<file path="config.mk">
export PLATFORM = sky130hd
export DESIGN_NAME = adc_channel_scheduler
export DESIGN_NICKNAME = d
export VERILOG_FILES = /design/src/rtl/adc_channel_scheduler.sv
export SDC_FILE = /design/constraint.sdc
export NUM_CORES = 1
export LEC_CHECK = 0
export BUFFER_PORTS_ARGS = -buffer_cell sky130_fd_sc_hd__buf_4
export CAP_MARGIN = 25
export CORE_UTILIZATION = 35
export CTS_BUF_LIST = sky130_fd_sc_hd__clkbuf_8
export CTS_CLUSTER_DIAMETER = 120
export DETAILED_ROUTE_END_ITERATION = 8
export PLACE_DENSITY_LB_ADDON = 0.25
export REMOVE_ABC_BUFFERS = 1
export SLEW_MARGIN = 30
export SYNTH_ARGS = -nofsm -noshare
export SYNTH_HDL_FRONTEND = slang
export SYNTH_SLANG_ARGS = --single-unit
</file>
<file path="constraint.sdc">
create_clock -name clock -period 3.5 [get_ports clock]
set_input_delay 0.175 -clock clock [delete_from_list [all_inputs] [get_ports clock]]
set_output_delay 0.175 -clock clock [all_outputs]
set_load 0.01 [all_outputs]
</file>
<file path="src/rtl/adc_channel_scheduler.sv">
// Master controller for an 8-channel serial ADC: round-robin channel addressing,
// 16-SCLK frame generation and pipelined capture of tagged 12-bit conversions.
module adc_channel_scheduler #(
    parameter int unsigned CLK_DIV    = 4,
    parameter int unsigned QUIET_CLKS = 8
) (
    input  logic        clock,
    input  logic        resetN,
    input  logic        enable,
    input  logic [7:0]  channelMask,
    input  logic        adcDataOut,
    output logic        adcSerialClock,
    output logic        syncADC,
    output logic        adcDataIn,
    output logic [11:0] sampleData,
    output logic [2:0]  sampleChannel,
    output logic        sampleValid,
    output logic        busy
);

    typedef enum logic [1:0] {IDLE, FRAME, QUIET} stateT;

    localparam logic [7:0] DIV_LAST   = 8'(CLK_DIV - 1);
    localparam logic [7:0] QUIET_LAST = 8'(QUIET_CLKS - 1);

    stateT       state, nextState;
    logic [7:0]  divCount;
    logic [5:0]  halfCount;
    logic [7:0]  quietCount;
    logic [2:0]  currentChannel;
    logic [2:0]  previousChannel;
    logic [2:0]  selectedChannel;
    logic [2:0]  candidate;
    logic        found;
    logic        primed;
    logic [11:0] shiftData;

    logic        runRequest;
    logic        startFrame;
    logic        goIdle;
    logic        halfTick;
    logic        fallEdge;
    logic        riseEdge;
    logic        endFrame;
    logic [5:0]  halfIndex;
    logic [3:0]  fallBit;
    logic [4:0]  riseBit;
    logic        frameBit;

    assign runRequest = enable && (channelMask != '0);
    assign busy       = (state != IDLE);

    // halfIndex n marks the clock at T0 + n*CLK_DIV: odd n falls SCLK, even n raises it, 33 ends the frame
    always_comb begin
        halfTick  = (state == FRAME) && (divCount == DIV_LAST);
        halfIndex = halfCount + 6'd1;
        fallEdge  = halfTick && halfIndex[0] && (halfIndex != 6'd33);
        riseEdge  = halfTick && !halfIndex[0];
        endFrame  = halfTick && (halfIndex == 6'd33);
        fallBit   = halfIndex[4:1];
        riseBit   = halfIndex[5:1] - 5'd1;
    end

    always_comb begin
        case (fallBit)
            4'd2:    frameBit = currentChannel[2];
            4'd3:    frameBit = currentChannel[1];
            4'd4:    frameBit = currentChannel[0];
            default: frameBit = 1'b0;
        endcase
    end

    // Next enabled channel above the current one, wrapping; offset 8 lands back on itself
    always_comb begin
        selectedChannel = currentChannel;
        candidate       = currentChannel;
        found           = 1'b0;
        for (int unsigned i = 1; i <= 8; i++) begin
            candidate = currentChannel + 3'(i);
            if (!found && channelMask[candidate]) begin
                selectedChannel = candidate;
                found           = 1'b1;
            end
        end
    end

    always_comb begin
        nextState  = state;
        startFrame = 1'b0;
        goIdle     = 1'b0;
        case (state)
            IDLE: begin
                if (runRequest) begin
                    nextState  = FRAME;
                    startFrame = 1'b1;
                end
            end
            FRAME: begin
                if (endFrame) nextState = QUIET;
            end
            QUIET: begin
                if (quietCount == QUIET_LAST) begin
                    if (runRequest) begin
                        nextState  = FRAME;
                        startFrame = 1'b1;
                    end else begin
                        nextState = IDLE;
                        goIdle    = 1'b1;
                    end
                end
            end
            default: nextState = IDLE;
        endcase
    end

    always_ff @(posedge clock or negedge resetN) begin
        if (!resetN) state <= IDLE;
        else         state <= nextState;
    end

    always_ff @(posedge clock or negedge resetN) begin
        if (!resetN) begin
            adcSerialClock  <= 1'b1;
            syncADC         <= 1'b1;
            adcDataIn       <= 1'b0;
            sampleData      <= '0;
            sampleChannel   <= '0;
            sampleValid     <= 1'b0;
            divCount        <= '0;
            halfCount       <= '0;
            quietCount      <= '0;
            currentChannel  <= 3'd7;
            previousChannel <= 3'd7;
            primed          <= 1'b0;
            shiftData       <= '0;
        end else begin
            sampleValid <= 1'b0;

            if (startFrame) begin
                divCount        <= '0;
                halfCount       <= '0;
                syncADC         <= 1'b0;
                previousChannel <= currentChannel;
                currentChannel  <= selectedChannel;
            end else if (state == FRAME) begin
                if (halfTick) begin
                    divCount  <= '0;
                    halfCount <= halfIndex;
                end else begin
                    divCount <= divCount + 8'd1;
                end
            end

            if (fallEdge) begin
                adcSerialClock <= 1'b0;
                adcDataIn      <= frameBit;
            end

            if (riseEdge) begin
                adcSerialClock <= 1'b1;
                if (riseBit >= 5'd4) shiftData <= {shiftData[10:0], adcDataOut};
            end

            // Data shifted in this frame belongs to the channel addressed in the previous frame
            if (endFrame) begin
                syncADC    <= 1'b1;
                adcDataIn  <= 1'b0;
                quietCount <= '0;
                primed     <= 1'b1;
                if (primed) begin
                    sampleData    <= shiftData;
                    sampleChannel <= previousChannel;
                    sampleValid   <= 1'b1;
                end
            end

            if (state == QUIET) quietCount <= quietCount + 8'd1;
            if (goIdle)         primed     <= 1'b0;
        end
    end

endmodule

</file>
==> run metrics <==
Die W 101 um; Inst Count DP 463; WL/cell 13.6 um; largest family of logic cells by synthesized area multiplexers; pwr dens 785 nW/um^2; Non-Filler Instances 480; FF-to-FF setup slack 0.45 ns; Synth Area in XOR/XNOR 0.0558; Inserted Clock Buffers 9; # diodes 0; DR vias/cell 5.06; Die Ht 101 um; largest area contributor in the netlist dfrtp_1; status finished clean; crit path max fanout 12; startpoint types register; Commonest cells post-synth 54 x dfrtp_1, 28 x nand2_1, 28 x nor2_1; Required @ worst endpoint 3.76 ns; slew margin rel. 0.481; Crit. End Element register; Max Fclk 0.328 GHz; post-layout min period 3.05 ns; share of cells above drive strength 1 0.299; Slew @ Worst Pin 0.779 ns; Post CTS Setup Buffer Count 0; First-pass DRT Iterations 4; Final Hold Viols 0; CTS H-tree depth 3; maximum clock path buffer count 2; PortBufs 31; die area 10200 sq um; Top Ports 32; Post-Layout Inst Area 3990 sq um; Arr. time, crit path 3.31 ns; post-route ant nets 0; vias 2429; Final Skew 0.00708 ns; Mean Syn Cell Area 11.1 sq um; HPWL after DPL 4490 um; worst-skew pair later-pin latency 0.34 ns; initial antenna violation count 0; Tot GR Track Use 0.144; main flop type after synthesis dfrtp_1; Synth async-reset ratio 1.00; RSZ-0062 raised after global routing no; CTS sink count 62; mux cell area share after synthesis 0.191; vias in the first global route 2451; top-count cell post-synth dfrtp_1; nets 364; largest net degree at the start of global routing 63; dominant cells by area after synthesis dfrtp_1 39%, mux2_2 8.9%, dfstp_2 6.1%, mux4_1 4.6%, o21ai_0 3.5%; final WL 6540 um; post-synthesis to final-layout area growth 16.3%; CTS root buffer clkbuf_8; Tcrit/Tclk final 0.871; first-pass GRT wire length 11500 um; placed cell area 3780 sq um; clock slew at reported path FFs 0.07 ns; post-layout power 0.00313 W; max-slew violation total from the final report 0; Yosys top cell area share 0.394; Overflow after GRT 0; Synth Area in Simple Gates 0.156; total of max-cap violations 0; clock tree from TritonCTS yes; Synth Area in Compound Gates 0.0907; synth warn 0; GP Congestion 0.816; adder-cell share of the synthesized area 0.0219; setup tns final 0 ns; starting density of the core 0.366; Seq/Total Area, Yosys 0.455; EDFF count, synth 0; VDD IR max 0.000455 V; Min-Delay Path Class in -> reg; count of different cell masters after synthesis 51; DR DRC count 0; Post-Syn Area 3430 sq um; Leakage 1.81 nW; Synth Instances 309; # setup viols final 0; DRT iter0 DRCs 61; CP Class reg -> reg; hold slack final 0.0660 ns; Synth Register Bits 62; core area 9370 sq um; # rows 35
-- kinds of logic after synthesis --
logic type | Yosys count
DFF | 62
buffers and inverters | 18
AOI/OAI and AO/OA | 53
muxes | 47
and+or+nand+nor | 102
xor gates and xnor gates | 21
adders and majority gates | 6
-- registers in the layout (all words and copies together) (netlist names), 2 cells and up --
name	count
shiftData	12
divCount	8
quietCount	8
state	2
halfCount	6
currentChannel	3
sampleData	12
previousChannel	3
sampleChannel	3
-- final cells by class --
type,count,area [sq um]
clock buffer,9,124
clock inverter,7,72.6
fill,915,5380
inverter,8,30.0
multi-input combinational,229,1770
sequential,62,1560
tap,129,161
timing repair buffer,36,273
-- critical path, cell delays in order, from the launching register on --
cell	delay, ns
dfstp_2	0.73
inv_1	0.13
ha_1	0.47
mux4_2	0.39
mux2_4	0.33
nor4_4	0.36
nand2b_2	0.14
nor4b_2	0.23
o21ai_0	0.10
o21ai_0	0.10
-- per-stage QoR --
step | util | setup slack, ns
4_1_cts | 0.426 | 0.505
3_5_place_dp | 0.404 | 0.524
5_1_grt | 0.426 | 0.293
3_3_place_gp | 0.404 | 0.627
6_report | 0.426 | 0.453
2_1_floorplan | - | 0.836
-- routing by layer --
layer	wire [um]	vias up	track usage
li1	-	1189	-
met1	3150	1182	0.183
met2	3070	47	0.230
met3	193	11	0.0361
met4	119	0	0.0702
met5	0	-	0
-- layout by cell type, fill, tap and decap left out, types with 6 or more instances in the layout --
cell and n:
dfrtp_1 54, nand2_1 28, buf_4 35, ha_1 6, mux2_2 27, mux4_1 6, nor2_1 28, o21ai_0 24
a21oi_1 11, nand4_1 8, xnor2_1 7, dfstp_2 8, xor2_1 13, clkbuf_8 9, nand3_1 10, inv_1 8
-- final timing paths --
check | start | end | cells past startpoint
hold / removal | adcDataOut | shiftData[0] | 2
hold reg to reg | adcSerialClock | adcSerialClock | 2
max in group asynchronous | resetN | halfCount[5] | 2
setup reg to reg | currentChannel[1] | currentChannel[1] | 9
min in group asynchronous | resetN | quietCount[2] | 2
setup / recovery | currentChannel[1] | currentChannel[1] | 9
-- what timing repair did --
item	4_1_cts	5_1_grt
hold buffers	1	0
setup endpoints to repair	0	0
gates resized for setup	0	0
hold endpoints to repair	54	0
-- where the power goes --
part           total [W]  switching (W)  leakage [nW]  internal, W
registers        0.00106       0.000183         0.801     0.000880
clock network   0.000625       0.000296        0.0956     0.000330
logic            0.00144       0.000780         0.917     0.000664
No activity file was read; power rests on OpenSTA's default activity.
